### src/rtl/transfer_layer_nch_pkg.sv
// Shared definitions for the multi-channel transfer layer: FSM state encoding
// and default parameter values.
package transfer_layer_nch_pkg;

   localparam int DATA_W_DEF = 12;
   localparam int NCH_DEF    = 4;
   localparam int DEPTH_DEF  = 8;
   localparam int CNT_W_DEF  = 5;

   typedef enum logic [2:0] {
      ST_RESET  = 3'd0,
      ST_INIT   = 3'd1,
      ST_IDLE   = 3'd2,
      ST_ACTIVE = 3'd3,
      ST_ERROR  = 3'd4
   } state_e;

endpackage

### src/rtl/transfer_layer_nch_fifo_sync.sv
// Show-ahead synchronous FIFO with occupancy output; a push on a full FIFO is
// accepted when a pop happens in the same cycle.
module fifo_sync
   import transfer_layer_nch_pkg::*;
#(
   parameter int DATA_W = DATA_W_DEF,
   parameter int DEPTH  = DEPTH_DEF
) (
   input  logic                   clk,
   input  logic                   rst_n,
   input  logic                   push_i,
   input  logic [DATA_W-1:0]      wdata_i,
   input  logic                   pop_i,
   output logic [DATA_W-1:0]      rdata_o,
   output logic                   full_o,
   output logic                   empty_o,
   output logic [$clog2(DEPTH):0] count_o
);

   localparam int          AW       = $clog2(DEPTH);
   localparam logic [AW:0] FULL_CNT = (AW+1)'(DEPTH);

   logic [DATA_W-1:0] mem_q [DEPTH];
   logic [AW-1:0]     wr_ptr_q;
   logic [AW-1:0]     rd_ptr_q;
   logic [AW:0]       count_q;
   logic              do_push;
   logic              do_pop;

   assign empty_o = (count_q == '0);
   assign full_o  = (count_q == FULL_CNT);
   assign do_pop  = pop_i && !empty_o;
   assign do_push = push_i && (!full_o || do_pop);
   assign rdata_o = mem_q[rd_ptr_q];
   assign count_o = count_q;

   // NOTE: storage is deliberately not reset; count_q qualifies every read, so stale entries are never observed.
   always_ff @(posedge clk) begin
      if (do_push) mem_q[wr_ptr_q] <= wdata_i;
   end

   // NOTE: sequential state uses non-blocking assignments so every register samples pre-edge values.
   always_ff @(posedge clk or negedge rst_n) begin
      if (!rst_n) begin
         wr_ptr_q <= '0;
         rd_ptr_q <= '0;
         count_q  <= '0;
      end else begin
         if (do_push) wr_ptr_q <= wr_ptr_q + 1'b1;
         if (do_pop)  rd_ptr_q <= rd_ptr_q + 1'b1;
         case ({do_push, do_pop})
            2'b10:   count_q <= count_q + 1'b1;
            2'b01:   count_q <= count_q - 1'b1;
            default: count_q <= count_q;
         endcase
      end
   end

endmodule

### src/rtl/transfer_layer_nch.sv
// Routes words from one input FIFO to NCH channel FIFOs by their top bits, with
// hysteretic backpressure, sticky overflow detection and per-channel pop counters.
module transfer_layer_nch
   import transfer_layer_nch_pkg::*;
#(
   parameter int DATA_W = DATA_W_DEF,
   parameter int NCH    = NCH_DEF,
   parameter int DEPTH  = DEPTH_DEF,
   parameter int CNT_W  = CNT_W_DEF,
   parameter int CW     = $clog2(NCH),
   parameter int AW     = $clog2(DEPTH)
) (
   input  logic                  clk,
   input  logic                  reset,
   input  logic                  init,
   input  logic [AW-1:0]         umbral_bajo,
   input  logic [AW-1:0]         umbral_alto,
   input  logic                  push_in,
   input  logic [DATA_W-1:0]     data_in,
   output logic                  full_in,
   input  logic [NCH-1:0]        pop_out,
   output logic [NCH*DATA_W-1:0] data_out,
   output logic [NCH-1:0]        valid_out,
   output logic [NCH-1:0]        empty_out,
   output logic                  pause,
   output logic                  error,
   output logic [2:0]            state,
   input  logic                  req,
   input  logic [CW-1:0]         idx,
   output logic [CNT_W-1:0]      counter_out,
   output logic                  counter_valid
);

   state_e            state_q, state_d;
   logic [AW-1:0]     alto_q, bajo_q;
   logic              pause_q, pause_d;
   logic              error_q;
   logic [DATA_W-1:0] dout_q [NCH];
   logic [NCH-1:0]    valid_q;
   logic [CNT_W-1:0]  cnt_q [NCH];
   logic [CNT_W-1:0]  cout_q;
   logic              cvalid_q;

   logic [DATA_W-1:0] in_head;
   logic              in_full, in_empty;
   logic [AW:0]       in_count;
   logic [CW-1:0]     ch_sel;
   logic [NCH-1:0]    ch_push, ch_full, ch_empty;
   logic [DATA_W-1:0] ch_head [NCH];
   logic [AW:0]       ch_count [NCH];
   logic              xfer, overflow, any_data, any_hi, all_lo;

   fifo_sync #(.DATA_W(DATA_W), .DEPTH(DEPTH)) u_in_fifo (
      .clk     (clk),
      .rst_n   (reset),
      .push_i  (push_in),
      .wdata_i (data_in),
      .pop_i   (xfer),
      .rdata_o (in_head),
      .full_o  (in_full),
      .empty_o (in_empty),
      .count_o (in_count)
   );

   assign ch_sel   = in_head[DATA_W-1 -: CW];
   assign xfer     = !in_empty && !pause_q && !ch_full[ch_sel] &&
                     (state_q == ST_IDLE || state_q == ST_ACTIVE);
   // A push on a full input FIFO survives only if the head leaves in the same cycle.
   assign overflow = push_in && in_full && !xfer;
   assign any_data = (in_count != '0) || (ch_empty != '1);

   for (genvar c = 0; c < NCH; c++) begin : g_ch
      assign ch_push[c] = xfer && (ch_sel == CW'(c));

      fifo_sync #(.DATA_W(DATA_W), .DEPTH(DEPTH)) u_ch_fifo (
         .clk     (clk),
         .rst_n   (reset),
         .push_i  (ch_push[c]),
         .wdata_i (in_head),
         .pop_i   (pop_out[c]),
         .rdata_o (ch_head[c]),
         .full_o  (ch_full[c]),
         .empty_o (ch_empty[c]),
         .count_o (ch_count[c])
      );

      assign data_out[c*DATA_W +: DATA_W] = dout_q[c];
   end

   always_comb begin
      // NOTE: every combinational output gets a default first so no path can infer a latch.
      any_hi  = 1'b0;
      all_lo  = 1'b1;
      pause_d = pause_q;
      for (int c = 0; c < NCH; c++) begin
         if (ch_count[c] >= {1'b0, alto_q}) any_hi = 1'b1;
         if (ch_count[c] >  {1'b0, bajo_q}) all_lo = 1'b0;
      end
      if (alto_q == '0)  pause_d = 1'b0;
      else if (any_hi)   pause_d = 1'b1;
      else if (all_lo)   pause_d = 1'b0;
   end

   always_comb begin
      state_d = state_q;
      case (state_q)
         ST_RESET:  state_d = ST_INIT;
         ST_INIT:   if (!init)     state_d = ST_IDLE;
         ST_IDLE:   if (any_data)  state_d = ST_ACTIVE;
         ST_ACTIVE: if (!any_data) state_d = ST_IDLE;
         ST_ERROR:  if (init)      state_d = ST_INIT;
         default:   state_d = ST_RESET;
      endcase
      if (overflow) state_d = ST_ERROR;
   end

   always_ff @(posedge clk or negedge reset) begin
      if (!reset) begin
         state_q  <= ST_RESET;
         alto_q   <= '0;
         bajo_q   <= '0;
         pause_q  <= 1'b0;
         error_q  <= 1'b0;
         valid_q  <= '0;
         cout_q   <= '0;
         cvalid_q <= 1'b0;
         for (int c = 0; c < NCH; c++) begin
            dout_q[c] <= '0;
            cnt_q[c]  <= '0;
         end
      end else begin
         state_q  <= state_d;
         pause_q  <= pause_d;
         if (overflow) error_q <= 1'b1;
         if (state_q == ST_INIT || init) begin
            alto_q <= umbral_alto;
            bajo_q <= umbral_bajo;
         end
         // Counter snapshot reads the pre-increment value when a pop hits the same channel.
         cvalid_q <= req;
         if (req) cout_q <= cnt_q[idx];
         for (int c = 0; c < NCH; c++) begin
            if (pop_out[c] && !ch_empty[c]) begin
               dout_q[c]  <= ch_head[c];
               valid_q[c] <= 1'b1;
               if (cnt_q[c] != '1) cnt_q[c] <= cnt_q[c] + 1'b1;
            end else begin
               valid_q[c] <= 1'b0;
            end
         end
      end
   end

   assign full_in       = in_full;
   assign empty_out     = ch_empty;
   assign valid_out     = valid_q;
   assign pause         = pause_q;
   assign error         = error_q;
   assign state         = state_q;
   assign counter_out   = cout_q;
   assign counter_valid = cvalid_q;

endmodule
### config.mk
export PLATFORM = sky130hd
export DESIGN_NAME = transfer_layer_nch
export DESIGN_NICKNAME = d
export VERILOG_FILES = /design/src/rtl/transfer_layer_nch_pkg.sv /design/src/rtl/transfer_layer_nch_fifo_sync.sv /design/src/rtl/transfer_layer_nch.sv
export SDC_FILE = /design/constraint.sdc
export NUM_CORES = 1
export LEC_CHECK = 0
export CAP_MARGIN = 20
export CELL_PAD_IN_SITES_DETAIL_PLACEMENT = 1
export CELL_PAD_IN_SITES_GLOBAL_PLACEMENT = 2
export CORE_MARGIN = 5
export CORE_UTILIZATION = 50
export CTS_CLUSTER_DIAMETER = 60
export DETAILED_ROUTE_END_ITERATION = 6
export GPL_TIMING_DRIVEN = 0
export PLACE_DENSITY = 0.8
export REMOVE_ABC_BUFFERS = 1
export SYNTH_ARGS = -nofsm -noshare
export SYNTH_HDL_FRONTEND = slang
export SYNTH_SLANG_ARGS = --single-unit
### constraint.sdc
create_clock -name clk -period 7 [get_ports clk]
set_input_delay 1.05 -clock clk [delete_from_list [all_inputs] [get_ports clk]]
set_output_delay 1.05 -clock clk [all_outputs]
set_load 0.05 [all_outputs]
==> results.toml, run 1 <==
[outcome]
outcome = "complete, no violations"

[sta]
fin_setup_tns_ps = 0
fin_ws_ps = 2070
relSlewSlack = 0.303
hold_viol = 0
finalSetupViolCount = 0
clock.fmax_mhz = 203
rsz0062_at_grt = "no"
fin_crit_ps = 4930
min_period_over_period = 0.704
maxSlewViolCount = 0
fin_worst_skew_ps = 14.0
holdWs_ps = 396
worst_slew_pin_slew_ps = 1040

[setup_path]
r2r_end = "u_in_fifo.count_o[3]"
critPathMaxFanout = 34
crit_required_ps = 7500
r2r-start = "u_in_fifo.rd_ptr_q[1]"
criticalPathCategory = "reg2reg"
reg2reg_slack_ps = 2070
rr_worst_depth = 13
cp.arrival_ps = 5430
worstSetupStartpointType = "register"
endpoint_kind = "register"

[synth]
syn_avg_cell_area_um2 = 18.4
yosysUniqueCellTypes = 48
synth_compound_area_frac = 0.0210
synth_seq_cells = 619
synth-main-ff-cell = "edfxtp_1"
synth_top_area_cell = "edfxtp_1"
yosysWarnings = 0
muxShareOfSynthArea = 0.154
synth_xor_area_frac = 0.0215
synth_top_family_by_area = "multiplexers"
ys_async_sr_fraction = 0.225
yosysMostFrequentCell = "edfxtp_1"
synthAdderAreaFrac = 0.0287
synth-edff-count = 480
yosysTopAreaCellShare = 0.579
synthCells = 1351
synthTopCellsByCount = "edfxtp_1, dfrtp_1, mux4_2"
yosys.area_share.simple = 0.0407
synth_area_mm2 = 0.0249
synth_seq_area_share = 0.719
synthTopCellsByArea = "edfxtp_1, dfrtp_1, mux4_2"

[routing]
via_per_inst = 5.56
routed_wl_mm = 52.6
dr_wl_met2_mm = 27.3
met1_length_mm = 22.0
top_layer = "met4"
dr.pass1.iters = 5
vias = 12351
drc = 0
drtIter0Drc = 776
met3WireLength_mm = 2.24
ant_nets = 0
avgRoutedWirePerCell_um = 23.7

[die]
core_area_mm2 = 0.0491
die_h_um = 233
die_w_um = 233
initial_core_util = 0.507
die_area_mm2 = 0.0543
io_pins = 97
num_rows = 81

[clocking]
clock_sinks = 619
numCtsBuffers = 66
postCtsHoldBufs = 0
cts_setup_buffers = 0
postCtsResizedCells = 0
cts.path.max_buffers = 3
cts_tree = "yes"
root_buffer = "clkbuf_16"
clk_pin_slew_ps = 60
htreeDepth = 3
insertion_delay_ps = 580

[final_layout]
multi_input_area_mm2 = 0.00671
drive_gt1_frac = 0.223
utilization = 0.600
final-seq-area_mm2 = 0.0179
fillCellCount = 4274
synthToLayoutAreaGrowth_pct = 18.3
nNetsFinal = 1589

[flow_run]
maxCapViolations = 0

[worst_hold_path]
hold_path_class = "in2async"

[global_route]
grt_max_degree = 91
gr-total-overflow = 0
antenna_found_initial = 0
grt_pass1_vias = 13634
track_usage = 0.201
grt_pass1_wl_mm = 82.6

[power_and_ir_drop]
vdd_drop_max_v = 0.000285
powerDensity_mw_per_mm2 = 460
p_leak_uw = 0.0104
power_uw = 13500

[place]
gp_congestion = 0.742
dp_hpwl_mm = 34.4
io_buffers = 96
dp_worst_setup_slack_ps = 2110
==> metal layers <==
layer,track usage,vias to the layer above
met2,0.344,241
li1,-,5557
met1,0.272,6479
met5,0,-
met3,0.0363,74
met4,0.0467,0
==> sequential cells by signal, indices dropped and copies added, names as in the netlist <==
name	cells
g_ch.u_ch_fifo.wr_ptr_q	12
u_in_fifo.count_o	4
state	3
bajo_q	3
u_in_fifo.mem_q	96
counter_out	5
counter_valid	1
pause	1
valid_out	4
cnt_q	20
alto_q	3
data_out	48
g_ch.u_ch_fifo.mem_q	384
error	1
g_ch.u_ch_fifo.rd_ptr_q	12
g_ch.u_ch_fifo.count_o	16
u_in_fifo.wr_ptr_q	3
u_in_fifo.rd_ptr_q	3
==> cells by family (layout without fill, tap and decap cells) <==
group | count (synthesis) | count (layout)
compound gates | 89 | 89
xor+xnor | 61 | 61
fa+ha+maj | 57 | 57
buf+inv | 90 | 294
flops | 619 | 619
mux | 223 | 223
other cells | 0 | 1
simple gates | 212 | 212
==> power breakdown <==
group | internal (µW) | switching [µW]
Clock | 2090 | 1410
Combinational | 1800 | 2420
Sequential | 5050 | 779
==> area by class of cell <==
type | instances | area share
flip-flops and latches | 619 | 0.608
multi-input cells | 642 | 0.228
clock inverters | 37 | 0.0110
clock buffers | 83 | 0.0636
repair buffers | 147 | 0.0575
diodes | 1 | 0.0000850
well taps | 664 | 0.0282
inverters | 27 | 0.00353
==> metrics by stage <==
stage,std cells,instance area [µm²]
global placement,2048,26400
detailed placement,2099,27200
CTS,2219,29400
global route,2219,29400
floorplan,1288,24600
finish,2220,29400
==> worst max-delay path, stage by stage, from the launching register on <==
cell	delay, ps
dfrtp_1	750
mux4_2	600
mux2_2	570
nand4_1	460
o22a_2	370
inv_4	90
o21ai_2	730
ha_1	410
nand2_1	70
mux2_2	260
o22ai_1	130
o21ai_0	100
nor2_1	140
xor2_1	150
==> layout by cell type (no fill, tap or decap), types with 6 or more instances in the layout <==
| cell type | count |
|---|---|
| nor3_1 | 7 |
| nor4_1 | 6 |
| dfrtp_1 | 134 |
| nor3_2 | 11 |
| clkdlybuf4s50_1 | 95 |
| buf_16 | 9 |
| edfxtp_1 | 480 |
| mux4_2 | 124 |
| a21oi_1 | 11 |
| nand2_1 | 99 |
| clkbuf_1 | 7 |
| xnor2_1 | 30 |
| clkinv_2 | 15 |
| mux2i_1 | 58 |
| nand4_1 | 6 |
| o21ai_0 | 53 |
| clkinv_1 | 10 |
| inv_1 | 26 |
| nor2_1 | 45 |
| nand2b_1 | 18 |
| mux2_2 | 40 |
| clkbuf_16 | 71 |
| buf_6 | 38 |
| ha_1 | 57 |
| xor2_1 | 31 |
==> how the worst max path moves through the flow <==
stage,startpoint,end,slack (ps),cells past startpoint
global route,u_in_fifo.rd_ptr_q[1],u_in_fifo.count_o[3],1740,13
floorplan,g_ch[2].u_ch_fifo.count_o[1],g_ch[2].u_ch_fifo.count_o[2],2770,10
global placement,reset,u_in_fifo.rd_ptr_q[2],-1150,1
finish,u_in_fifo.rd_ptr_q[1],u_in_fifo.count_o[3],2070,13
CTS,u_in_fifo.rd_ptr_q[1],u_in_fifo.count_o[3],2030,13
detailed placement,u_in_fifo.rd_ptr_q[1],u_in_fifo.count_o[3],2110,13
Note: power is estimated with default switching activity, not from simulation.
==> inputs of run 2 (changes only) <==
--- a/config.mk
+++ b/config.mk
@@ -9,11 +9,11 @@
 export CELL_PAD_IN_SITES_DETAIL_PLACEMENT = 1
 export CELL_PAD_IN_SITES_GLOBAL_PLACEMENT = 2
 export CORE_MARGIN = 5
-export CORE_UTILIZATION = 50
+export CORE_UTILIZATION = 47
 export CTS_CLUSTER_DIAMETER = 60
 export DETAILED_ROUTE_END_ITERATION = 6
 export GPL_TIMING_DRIVEN = 0
-export PLACE_DENSITY = 0.8
+export PLACE_DENSITY = 0.75
 export REMOVE_ABC_BUFFERS = 1
 export SYNTH_ARGS = -nofsm -noshare
 export SYNTH_HDL_FRONTEND = slang
==> constraint.sdc (replaced) <==
create_clock -name clk -period 4.65 [get_ports clk]
set_input_delay 0.6975 -clock clk [delete_from_list [all_inputs] [get_ports clk]]
set_output_delay 0.6975 -clock clk [all_outputs]
set_load 0.05 [all_outputs]
==> results.toml, run 2 (synthesized netlist as in run 1, its figures left out) <==
[place]
io_buffers = 96
dp_worst_setup_slack_ps = -371
gp_congestion = 0.747
dp_hpwl_mm = 35.0

[sta]
maxSlewViolCount = 0
min_period_over_period = 0.909
fin_ws_ps = 423
finalSetupViolCount = 0
clock.fmax_mhz = 237
holdWs_ps = 79.9
fin_worst_skew_ps = 29.6
rsz0062_at_grt = "no"
fin_crit_ps = 4230
worst_slew_pin_slew_ps = 977
relSlewSlack = 0.348
hold_viol = 0

[global_route]
grt.met3_usage = 0.0331
grt_pass1_wl_mm = 83.6
grtUsageMet2 = 0.326
antenna_found_initial = 0
grt_busiest_layer = "met2"
grt_max_degree = 86
gr-total-overflow = 0
grt_pass1_vias = 13826
track_usage = 0.191
met1_usage = 0.262

[setup_path]
cp.arrival_ps = 4680
worstSetupStartpointType = "register"
criticalPathCategory = "reg2reg"
endpoint_kind = "register"
critPathMaxFanout = 34
crit_required_ps = 5100

[clocking]
numCtsBuffers = 68
cts.path.max_buffers = 3
insertion_delay_ps = 590
postCtsHoldBufs = 0
htreeDepth = 3
root_buffer = "clkbuf_16"
clock_sinks = 619
clk_pin_slew_ps = 60
cts_tree = "yes"

[die]
die_w_um = 240
initial_core_util = 0.474
die_h_um = 240
die_area_mm2 = 0.0577
core_area_mm2 = 0.0526
num_rows = 84
io_pins = 97

[final_layout]
drive_gt1_frac = 0.225
antennaDiodeCount = 0
regMostFlops = "g_ch.u_ch_fifo.mem_q"
synthToLayoutAreaGrowth_pct = 18.9
utilization = 0.563
final_cell_mix = "edfxtp_1, dfrtp_1, mux4_2, nand2_1, clkdlybuf4s50_1"
nNetsFinal = 1596
final_common_cell = "edfxtp_1"
largest_reg_flops = 384

[power_and_ir_drop]
p_leak_uw = 0.0105
power_uw = 20600
powerDensity_mw_per_mm2 = 696
vdd_drop_max_v = 0.000428

[routing]
via_per_inst = 5.53
ant_nets = 0
dr.pass1.iters = 4
drtIter0Drc = 904
avgRoutedWirePerCell_um = 23.6
routed_wl_mm = 53.0
vias = 12445
drc = 0

[worst_hold_path]
hold_path_class = "in2async"

[outcome]
outcome = "complete, no violations"

[flow_run]
maxCapViolations = 0
## run 2: timing repair
| action | CTS | global route |
|---|---|---|
| endpoints found under the setup margin | 3 | 5 |
| buffers inserted | 0 | 1 |
| pin swaps | 0 | 1 |
| resized for setup | 2 | 1 |
## run 2: worst paths after layout
kind | startpoint | endpoint | slack, ps | depth (start not counted)
min reg2reg | error | error | 470 | 1
max reg2reg | u_in_fifo.rd_ptr_q[1] | g_ch[3].u_ch_fifo.count_o[2] | 420 | 12
min in group clk | error | error | 470 | 1
min | reset | counter_valid | 80 | 1
max | u_in_fifo.rd_ptr_q[1] | g_ch[3].u_ch_fifo.count_o[2] | 420 | 12
max in group asynchronous | reset | u_in_fifo.rd_ptr_q[2] | 3690 | 2
## run 2: per-layer routing
layer / share of wire / vias up
met4: 0.015 / 0
met3: 0.035 / 66
met2: 0.51 / 218
met1: 0.44 / 6584
met5: 0 / -
li1: - / 5577
## run 2: final cells by class
class / instances / area [µm²]
fill: 4655 / 22900
sequential: 619 / 17900
multi-input combinational: 642 / 6720
clock buffer: 89 / 1910
timing repair buffer: 152 / 1750
tap: 688 / 861
clock inverter: 33 / 360
inverter: 27 / 104
## run 2: power breakdown
part / internal (µW) / switching [µW] / total (µW) / leakage [µW]
clock: 3290 / 2130 / 5420 / 0.00110
combinational: 2750 / 3810 / 6560 / 0.00339
sequential: 7610 / 1010 / 8620 / 0.00598
total: 13600 / 6950 / 20600 / 0.0105
## run 2: critical path, cell delays in order, from the launching register on
cell and delay, ps:
dfrtp_2 560, mux4_2 400, mux2_2 680, nand4_1 510
nor3b_2 590, inv_1 130, ha_1 310, xor2_1 180
ha_1 190, a21oi_1 150, xor2_1 180, nor2_1 70
xor2_1 140
## run 2: metrics by stage
step	std cells	cell area, µm²	setup TNS (ps)
2_1_floorplan	1288	24600	0
3_3_place_gp	2072	26400	-685730
3_5_place_dp	2126	27300	-943
4_1_cts	2248	29600	0
5_1_grt	2250	29600	0
6_report	2250	29600	0
